==> config.mk <==
export PLATFORM = sky130hd
export DESIGN_NAME = controle_catraca
export DESIGN_NICKNAME = d
export VERILOG_FILES = /design/src/rtl/controle_catraca.sv
export SDC_FILE = /design/constraint.sdc
export NUM_CORES = 1
export LEC_CHECK = 0
export ABC_AREA = 1
export CAP_MARGIN = 30
export CORE_UTILIZATION = 40
export DETAILED_ROUTE_END_ITERATION = 8
export MAX_ROUTING_LAYER = met4
export PLACE_DENSITY = 0.66
export RECOVER_POWER = 25
export SYNTH_ARGS = -nofsm -noshare
export SYNTH_HDL_FRONTEND = slang
export SYNTH_SLANG_ARGS = --single-unit
==> constraint.sdc <==
create_clock -name clock -period 2.35 [get_ports clock]
set_clock_uncertainty 0.1 [all_clocks]
set_input_delay 0.3525 -clock clock [delete_from_list [all_inputs] [get_ports clock]]
set_output_delay 0.3525 -clock clock [all_outputs]
set_load 0.03 [all_outputs]
==> src/rtl/controle_catraca.sv <==
// rtl/controle_catraca.sv - turnstile access scheduler with occupancy count and metal alarm
module controle_catraca #(
  parameter int TIMEOUT_CICLOS = 50,
  parameter int LOTACAO_MAX    = 9
) (
  input  logic       clock,
  input  logic       reset,
  input  logic       req_entrada,
  input  logic       req_saida,
  input  logic       giro,
  input  logic       metais,
  input  logic       ack_alarme,
  output logic       grant_entrada,
  output logic       grant_saida,
  output logic       violacao,
  output logic [3:0] ocupacao,
  output logic [1:0] ledVerde,
  output logic [1:0] ledVermelho,
  output logic [6:0] display
);

  typedef enum logic [1:0] {LIVRE, CONCEDE_E, CONCEDE_S, ALARME} estado_t;

  // ultimo remembers which side was served last so ties alternate
  localparam logic ENTRADA = 1'b0;
  localparam logic SAIDA   = 1'b1;

  localparam int             TW       = $clog2(TIMEOUT_CICLOS + 1);
  localparam logic [TW-1:0]  T_ULTIMO = TW'(TIMEOUT_CICLOS - 1);
  localparam logic [3:0]     MAX_OC   = 4'(LOTACAO_MAX);

  estado_t       state_q, state_d;
  logic [3:0]    ocupacao_q, ocupacao_d;
  logic [TW-1:0] timer_q, timer_d;
  logic          giro_q, giro_d;
  logic          ultimo_q, ultimo_d;
  logic          violacao_q, violacao_d;

  logic rot;
  logic ent_ok;
  logic sai_ok;

  assign rot    = giro & ~giro_q;
  assign ent_ok = req_entrada & ~metais & (ocupacao_q < MAX_OC);
  assign sai_ok = req_saida & (ocupacao_q > 4'd0);

  // next-state, occupancy, grant timer and violation pulse
  always_comb begin
    state_d    = state_q;
    ocupacao_d = ocupacao_q;
    timer_d    = '0;
    ultimo_d   = ultimo_q;
    violacao_d = 1'b0;
    giro_d     = giro;
    case (state_q)
      LIVRE: begin
        violacao_d = rot;
        if (req_entrada && metais) begin
          state_d = ALARME;
        end else if (ent_ok && sai_ok) begin
          state_d = (ultimo_q == SAIDA) ? CONCEDE_E : CONCEDE_S;
        end else if (ent_ok) begin
          state_d = CONCEDE_E;
        end else if (sai_ok) begin
          state_d = CONCEDE_S;
        end
      end
      CONCEDE_E: begin
        if (metais) begin
          state_d = ALARME;
        end else if (rot) begin
          if (ocupacao_q < MAX_OC) ocupacao_d = ocupacao_q + 4'd1;
          ultimo_d = ENTRADA;
          state_d  = LIVRE;
        end else if (timer_q == T_ULTIMO) begin
          ultimo_d = ENTRADA;
          state_d  = LIVRE;
        end else begin
          timer_d = timer_q + 1'b1;
        end
      end
      CONCEDE_S: begin
        if (rot) begin
          if (ocupacao_q > 4'd0) ocupacao_d = ocupacao_q - 4'd1;
          ultimo_d = SAIDA;
          state_d  = LIVRE;
        end else if (timer_q == T_ULTIMO) begin
          ultimo_d = SAIDA;
          state_d  = LIVRE;
        end else begin
          timer_d = timer_q + 1'b1;
        end
      end
      ALARME: begin
        violacao_d = rot;
        if (ack_alarme && !metais) state_d = LIVRE;
      end
      default: state_d = LIVRE;
    endcase
  end

  // state register with synchronous reset
  always_ff @(posedge clock) begin
    if (reset) begin
      state_q    <= LIVRE;
      ocupacao_q <= 4'd0;
      timer_q    <= '0;
      giro_q     <= 1'b0;
      ultimo_q   <= SAIDA;
      violacao_q <= 1'b0;
    end else begin
      state_q    <= state_d;
      ocupacao_q <= ocupacao_d;
      timer_q    <= timer_d;
      giro_q     <= giro_d;
      ultimo_q   <= ultimo_d;
      violacao_q <= violacao_d;
    end
  end

  // active-low 7-segment decode {g,f,e,d,c,b,a} of the registered count
  always_comb begin
    display = 7'b0111111;
    case (ocupacao_q)
      4'd0: display = 7'b1000000;
      4'd1: display = 7'b1111001;
      4'd2: display = 7'b0100100;
      4'd3: display = 7'b0110000;
      4'd4: display = 7'b0011001;
      4'd5: display = 7'b0010010;
      4'd6: display = 7'b0000010;
      4'd7: display = 7'b1111000;
      4'd8: display = 7'b0000000;
      4'd9: display = 7'b0010000;
      default: display = 7'b0111111;
    endcase
  end

  assign grant_entrada = (state_q == CONCEDE_E);
  assign grant_saida   = (state_q == CONCEDE_S);
  assign violacao      = violacao_q;
  assign ocupacao      = ocupacao_q;
  assign ledVerde      = {grant_saida, grant_entrada};
  assign ledVermelho   = {(state_q == ALARME), (ocupacao_q == MAX_OC)};

endmodule

==> run_results.csv, run 1 <==
group,metric,value,unit
floorplanning,row_count,20,
synth,yosysMostFrequentCell,"nand2_1",
sta,fin_hold_ws,0.386,ns
pwr,p_total,0.00202,W
synth,synth_top_family_by_area,"simple AND/OR/NAND/NOR gates",
synth,synth-edff-count,0,
run_status,status,"completed",
synth,ys_top_cells_by_count,"nand2_1, inv_1, dfxtp_1, nor2_1, nand3_1",
placed_design,place_ws,-0.0200,ns
synth,synth_ff_type,"dfxtp_1",
route,via_count,1273,
placed_design,dp.cells,253,
synth,async_flop_share,0,
critical_path,critPathArrivalTime,1.79,ns
final_layout,seq_area,444,um2
final_layout,layout.cells.non_filler,258,
synth,synth-xor-area-share,0.0525,
critical_path,cp_top_family,"buffers and inverters",
global_routing,antenna_found_initial,0,
critical_path,crit_cells,3,
synth,yosysUniqueCellTypes,26,
synth,netlist.area_leader.share,0.330,
critical_path,path_cells,"inv_1, nor4_1, clkdlybuf4s50_1",
min_path,hold_path_depth,1,
sta,worst_slack,0.106,ns
route,drtIter0Drc,74,
clock_network,cts_hold_buf,0,
sta,worst_pin_slew,0.325,ns
pwr,powerDensity,1150,nW/um2
critical_path,reg2reg_depth,15,
critical_path,crit_path_end_kind,"output pin",
sta,setup_viol,0,
critical_path,start_kind,"flop",
run,max_cap_violations,0,
synth,synth_compound_area_frac,0.0422,
critical_path,crit_type,"flop to output pin",
pwr,irDropWorstVdd,0.628,mV
route,post-route-drc-count,0,
sta,hold_viol,0,
clock_network,clockRootBuffer,"clkbuf_4",
clock_network,clk_pin_slew,0.12,ns
sta,finalCriticalPeriod,2.24,ns
global_routing,grt_pass1_wl,4.93,mm
synth,synth_area_leaders,"dfxtp_1, ha_1, nand2_1",
floorplanning,die_h,59.7,um
final_layout,syn_to_final_growth,32.1,%
floorplanning,ioPinCount,25,
route,postRouteAntennaNets,0,
floorplanning,die-area,3570,um2
synth,netlist_area,1330,um2
placed_design,portBuffers,24,
route,dr.pass1.iters,4,
synth,yosysTopAreaCell,"dfxtp_1",
synth,synth_mux_area_frac,0,
global_routing,grt_pass1_vias,1217,
pwr,leakagePower,0.888,nW
clock_network,clock-sinks,22,
sta,max_freq,0.446,GHz
clock_network,cts_buffers,3,
global_routing,grt_max_degree,13,
final_layout,multi_input_area,808,um2
synth,syn_avg_cell_area,7.49,um2
clock_network,htree_levels,1,
synth,yosys.area_share.simple,0.341,
clock_network,clk_latency,0.30,ns
sta,slew_headroom,0.783,
synth,synth.yosys.seq_area_share,0.330,
final_layout,drive_gt1_frac,0.154,
critical_path,path_buf_inv,2,
sta,slew_viol_final,0,
synth,synth_fa_ha_area_frac,0.146,
synth,ys_warn_count,0,
placed_design,place.gp.congestion,0.836,
clock_network,tritoncts,"built",
synth,syn_nets,200,
min_path,hold_class,"flop to flop",
floorplanning,start_util,0.430,
placed_design,dpl.hpwl,2.33,mm
sta,finalSetupTns,0,ns
global_routing,overflow,0,
route,vias_per_cell,4.93,
final_layout,fin_nets,237,
route,routed_wl,3.00,mm
synth,synthCells,178,
floorplanning,core_area,3100,um2
global_routing,grt_usage,0.189,
floorplanning,die_x,59.7,um
critical_path,slowest_stage,"clkdlybuf4s50_1",
critical_path,max_stage_delay,0.71,ns
sta,finalCritPeriodShare,0.955,
final_layout,antenna_cells,0,
synth,ys_seq_elements,22,
critical_path,critPathMaxFanout,6,
route,drt-wirelength-per-cell,11.6,um
final_layout,fillers,291,
critical_path,crit_required,1.90,ns
clock_network,clk_path_buf_depth,2,
-- through the flow --
stage               area [um2]  utilization
floorplan                 1340            -
global placement          1690        0.544
detailed placement        1690        0.544
CTS                       1720        0.555
global route              1760        0.568
finish                    1760        0.568
-- layer usage --
| layer | GRT usage | vias to the layer above | part of all wire |
|---|---|---|---|
| met5 | - | - | 0 |
| met4 | 0.0399 | 0 | 0.0063 |
| met3 | 0.0411 | 2 | 0.039 |
| met2 | 0.341 | 23 | 0.53 |
| met1 | 0.211 | 607 | 0.43 |
| li1 | - | 641 | - |
-- registers in the layout, summed over array words and instances (netlist names) --
signal	cells
display	7
giro_q	1
ocupacao	4
state_q	2
timer_q	6
ultimo_q	1
violacao	1
-- area by class of cell --
type | instances | share of cell area
multi-input cells | 128 | 0.459
clock buffers | 4 | 0.0206
repair buffers | 34 | 0.179
inverters | 26 | 0.0582
flip-flops and latches | 22 | 0.252
well taps | 44 | 0.0312
-- logic make-up after synthesis --
family | count (synthesis)
flops | 22
compound gates | 9
fa+ha+maj | 15
buf+inv | 28
xor+xnor | 8
simple gates | 96
-- cell usage in the layout, fill, tap and decap left out, types with 2 or more instances in the layout --
cell type	Yosys	layout
nand2_1	41	40
clkdlybuf4s50_1	0	23
inv_1	23	22
dfxtp_1	22	21
nor2_1	20	20
nand3_1	19	18
ha_1	14	12
buf_4	2	10
xor2_1	5	5
nand3_2	3	4
nand2_2	3	4
nand4_1	4	4
a21oi_1	4	4
xnor2_1	3	3
clkbuf_4	0	3
inv_2	1	2
nor3_1	2	2
o21ai_0	2	2
ha_4	0	2
-- path summary, 6_finish.rpt --
path	start	end	slack [ns]
setup reg to reg	state_q[1]	display[3]	0.13
hold / removal	timer_q[0]	timer_q[0]	0.39
hold reg to reg	timer_q[0]	timer_q[0]	0.39
setup / recovery	ocupacao[3]	ledVermelho[0]	0.11
-- report_power, final --
| part | total, W | switching, W | internal [W] |
|---|---|---|---|
| Combinational | 0.00127 | 0.000761 | 0.000506 |
| Sequential | 0.000544 | 0.0000784 | 0.000466 |
| Clock | 0.000207 | 0.000113 | 0.0000945 |
| Total | 0.00202 | 0.000952 | 0.00107 |
-- repair_timing --
action	CTS	global route
buffers inserted	0	1
resized for setup	0	7
setup endpoints to repair	0	9
Power figures use the tool's default switching activity.
==> run 2, diff against run 1 <==
Settings changed: GPL_ROUTABILITY_DRIVEN set to 0.
==> results of run 2 <==
Same layout as run 1: the final DEF is identical, and so are final timing and power.
==> run 3, diff against run 2 <==
Settings changed: ABC_AREA 1 to 0, PLACE_DENSITY 0.66 to 0.67.
==> run 3 against run 2 <==
  * The flow now finishes with violations (setup timing)
  * Critical path depth up 7
  * Hold slack got worse by 0.0038 ns
  * Worst setup slack worse by 0.23 ns
  * Die area shrank 2.7%
  * Maximum frequency down 9.2%
  * First-iteration DRC count decreased by 69%
  * Wire length rose by 0.77%
  * Combinational power up 3%
  * Core utilization rose by 9.5 points
  * Clock power rose by 41%
  * Clock-buffer cell count decreased by 1
  * Sequential share of layout area fell by 2.9 points
  * Largest cell class unchanged
  * Highest routed layer unchanged
==> run_results.csv, run 3 <==
group,metric,value,unit
run,max_cap_violations,0,
run_status,status,"finished with violations",
synth,yosysTopAreaCell,"dfxtp_1",
min_path,hold_class,"flop to flop",
pwr,powerDensity,1050,nW/um2
floorplanning,row_count,20,
final_layout,seq_area,450,um2
critical_path,critPathArrivalTime,2.57,ns
critical_path,crit_path_end_kind,"flop",
clock_network,clk_pin_slew,0.13,ns
global_routing,grt_pass1_vias,1166,
global_routing,grt_pass1_wl,4.91,mm
route,dr.pass1.iters,4,
clock_network,clk_path_buf_depth,2,
clock_network,htree_levels,1,
critical_path,crit_type,"flop to flop",
synth,async_flop_share,0,
route,via_count,1171,
route,vias_per_cell,4.98,
global_routing,grt_usage,0.191,
floorplanning,ioPinCount,25,
placed_design,dpl.hpwl,2.19,mm
critical_path,critPathMaxFanout,5,
route,post-route-drc-count,0,
sta,max_freq,0.404,GHz
clock_network,clockRootBuffer,"clkbuf_4",
sta,slew_headroom,0.713,
synth,netlist.area_leader.share,0.340,
clock_network,tritoncts,"built",
critical_path,crit_required,2.44,ns
final_layout,largest_reg_flops,7,
sta,rsz0062_at_grt,"true",
synth,ys_seq_elements,22,
synth,synth_ff_type,"dfxtp_1",
sta,finalCriticalPeriod,2.47,ns
sta,worst_pin_slew,0.427,ns
global_routing,grt_max_degree,14,
synth,yosysMostFrequentCell,"dfxtp_1",
final_layout,final_common_cell,"buf_4",
floorplanning,die-area,3470,um2
floorplanning,die_h,58.9,um
floorplanning,start_util,0.425,
floorplanning,die_x,58.9,um
synth,synth_area_leaders,"dfxtp_1, ha_1, mux2i_1",
synth,synth.yosys.seq_area_share,0.340,
critical_path,start_kind,"flop",
final_layout,syn_to_final_growth,56.1,%
final_layout,layout.cells.non_filler,235,
route,postRouteAntennaNets,0,
final_layout,multi_input_area,938,um2
route,drt-wirelength-per-cell,12.9,um
synth,syn_nets,162,
sta,worst_slack,-0.123,ns
final_layout,fin_nets,214,
sta,finalCritPeriodShare,1.05,
route,routed_wl,3.02,mm
synth,yosysUniqueCellTypes,39,
synth,synth-edff-count,0,
placed_design,portBuffers,24,
run_status,violations,"setup timing",
synth,synthCells,140,
final_layout,fillers,266,
global_routing,overflow,0,
placed_design,dp.cells,222,
sta,fin_hold_ws,0.382,ns
route,drtIter0Drc,23,
pwr,leakagePower,0.857,nW
synth,syn_avg_cell_area,9.26,um2
clock_network,cts_buffers,3,
final_layout,antenna_cells,0,
clock_network,cts_hold_buf,0,
sta,setup_viol,7,
clock_network,clock-sinks,22,
synth,ys_top_cells_by_count,"dfxtp_1, ha_1, inv_1, nor2_1",
global_routing,antenna_found_initial,0,
sta,hold_viol,0,
sta,finalSetupTns,-0.563,ns
pwr,irDropWorstVdd,0.660,mV
floorplanning,core_area,3050,um2
sta,slew_viol_final,0,
clock_network,clk_latency,0.31,ns
final_layout,drive_gt1_frac,0.340,
synth,netlist_area,1300,um2
synth,ys_warn_count,0,
final_layout,mostFrequentLayoutCells,"buf_4, dfxtp_1, clkdlybuf4s50_1",
==> run 3: cell count changes after synthesis, sizes merged, moves of 6 or more <==
cell / previous run / this run
nor2: 21 / 13
nand3: 23 / 5
nand2: 45 / 3
mux2i: 0 / 10
inv: 24 / 13
a21oi: 4 / 10
==> run 3: what timing repair did <==
item                       4_1_cts  5_1_grt
setup endpoints to repair        8        7
cloned                           0        0
setup buffers                    7        2
resized for setup               11       10
pin swaps                        7        2
==> run 3: logic make-up (layout without fill, tap and decap cells) <==
family	after synthesis	count (layout)	share of synthesized area
xor gates and xnor gates	6	6	0.0405
adders and majority gates	15	15	0.151
DFF	22	22	0.340
AOI/OAI and AO/OA	29	29	0.158
muxes	11	11	0.0888
and+or+nand+nor	39	39	0.164
buffers and inverters	18	69	0.0579
==> run 3: per-layer routing <==
layer  part of all wire  global-route usage  routed length [um]  vias to the layer above
met2               0.52               0.349                1580                       24
met4             0.0053              0.0578                  16                        0
met1               0.44               0.213                1330                      559
met5                  0                   -                   0                        -
li1                   -                   -                   -                      586
met3              0.033              0.0286                 100                        2
==> run 3: final cells by class <==
type | instances | share of cell area
timing repair buffer | 52 | 0.234
sequential | 22 | 0.223
clock buffer | 3 | 0.0111
multi-input combinational | 100 | 0.464
inverter | 13 | 0.0266
clock inverter | 1 | 0.0148
tap | 44 | 0.0272
==> run 3: metrics by stage <==
step	power (W)	setup slack, ns	instance area, um2	utilization
CTS	0.00210	-0.101	1970	0.647
detailed placement	0.00172	-0.431	1830	0.598
global route	0.00227	-0.196	2020	0.663
floorplan	0.00129	-0.0893	1400	-
global placement	0.00171	-0.378	1830	0.598
finish	0.00213	-0.123	2020	0.663
==> run 3: final timing paths <==
| path | start | to | slack [ns] | cells after the start |
|---|---|---|---|---|
| worst max-delay path | state_q[0] | display[3] | -0.12 | 10 |
| worst min-delay path | timer_q[0] | timer_q[0] | 0.38 | 1 |
| worst max register to register | state_q[0] | display[3] | -0.12 | 10 |
| worst min register to register | timer_q[0] | timer_q[0] | 0.38 | 1 |
==> run 3: report_power, final <==
part	switching [W]	total (W)	internal (W)
registers	0.0000669	0.000525	0.000458
logic	0.000664	0.00131	0.000645
clock network	0.000120	0.000292	0.000172
total	0.000850	0.00213	0.00128
==> run 3: critical path: stages, from the launching register on <==
cell and delay (ns):
dfxtp_4 0.41, inv_4 0.04, ha_4 0.17, fa_1 0.47, inv_1 0.04, or3_4 0.38, a21oi_4 0.22, inv_2 0.10
ha_4 0.17, mux2i_1 0.15, mux2i_1 0.09
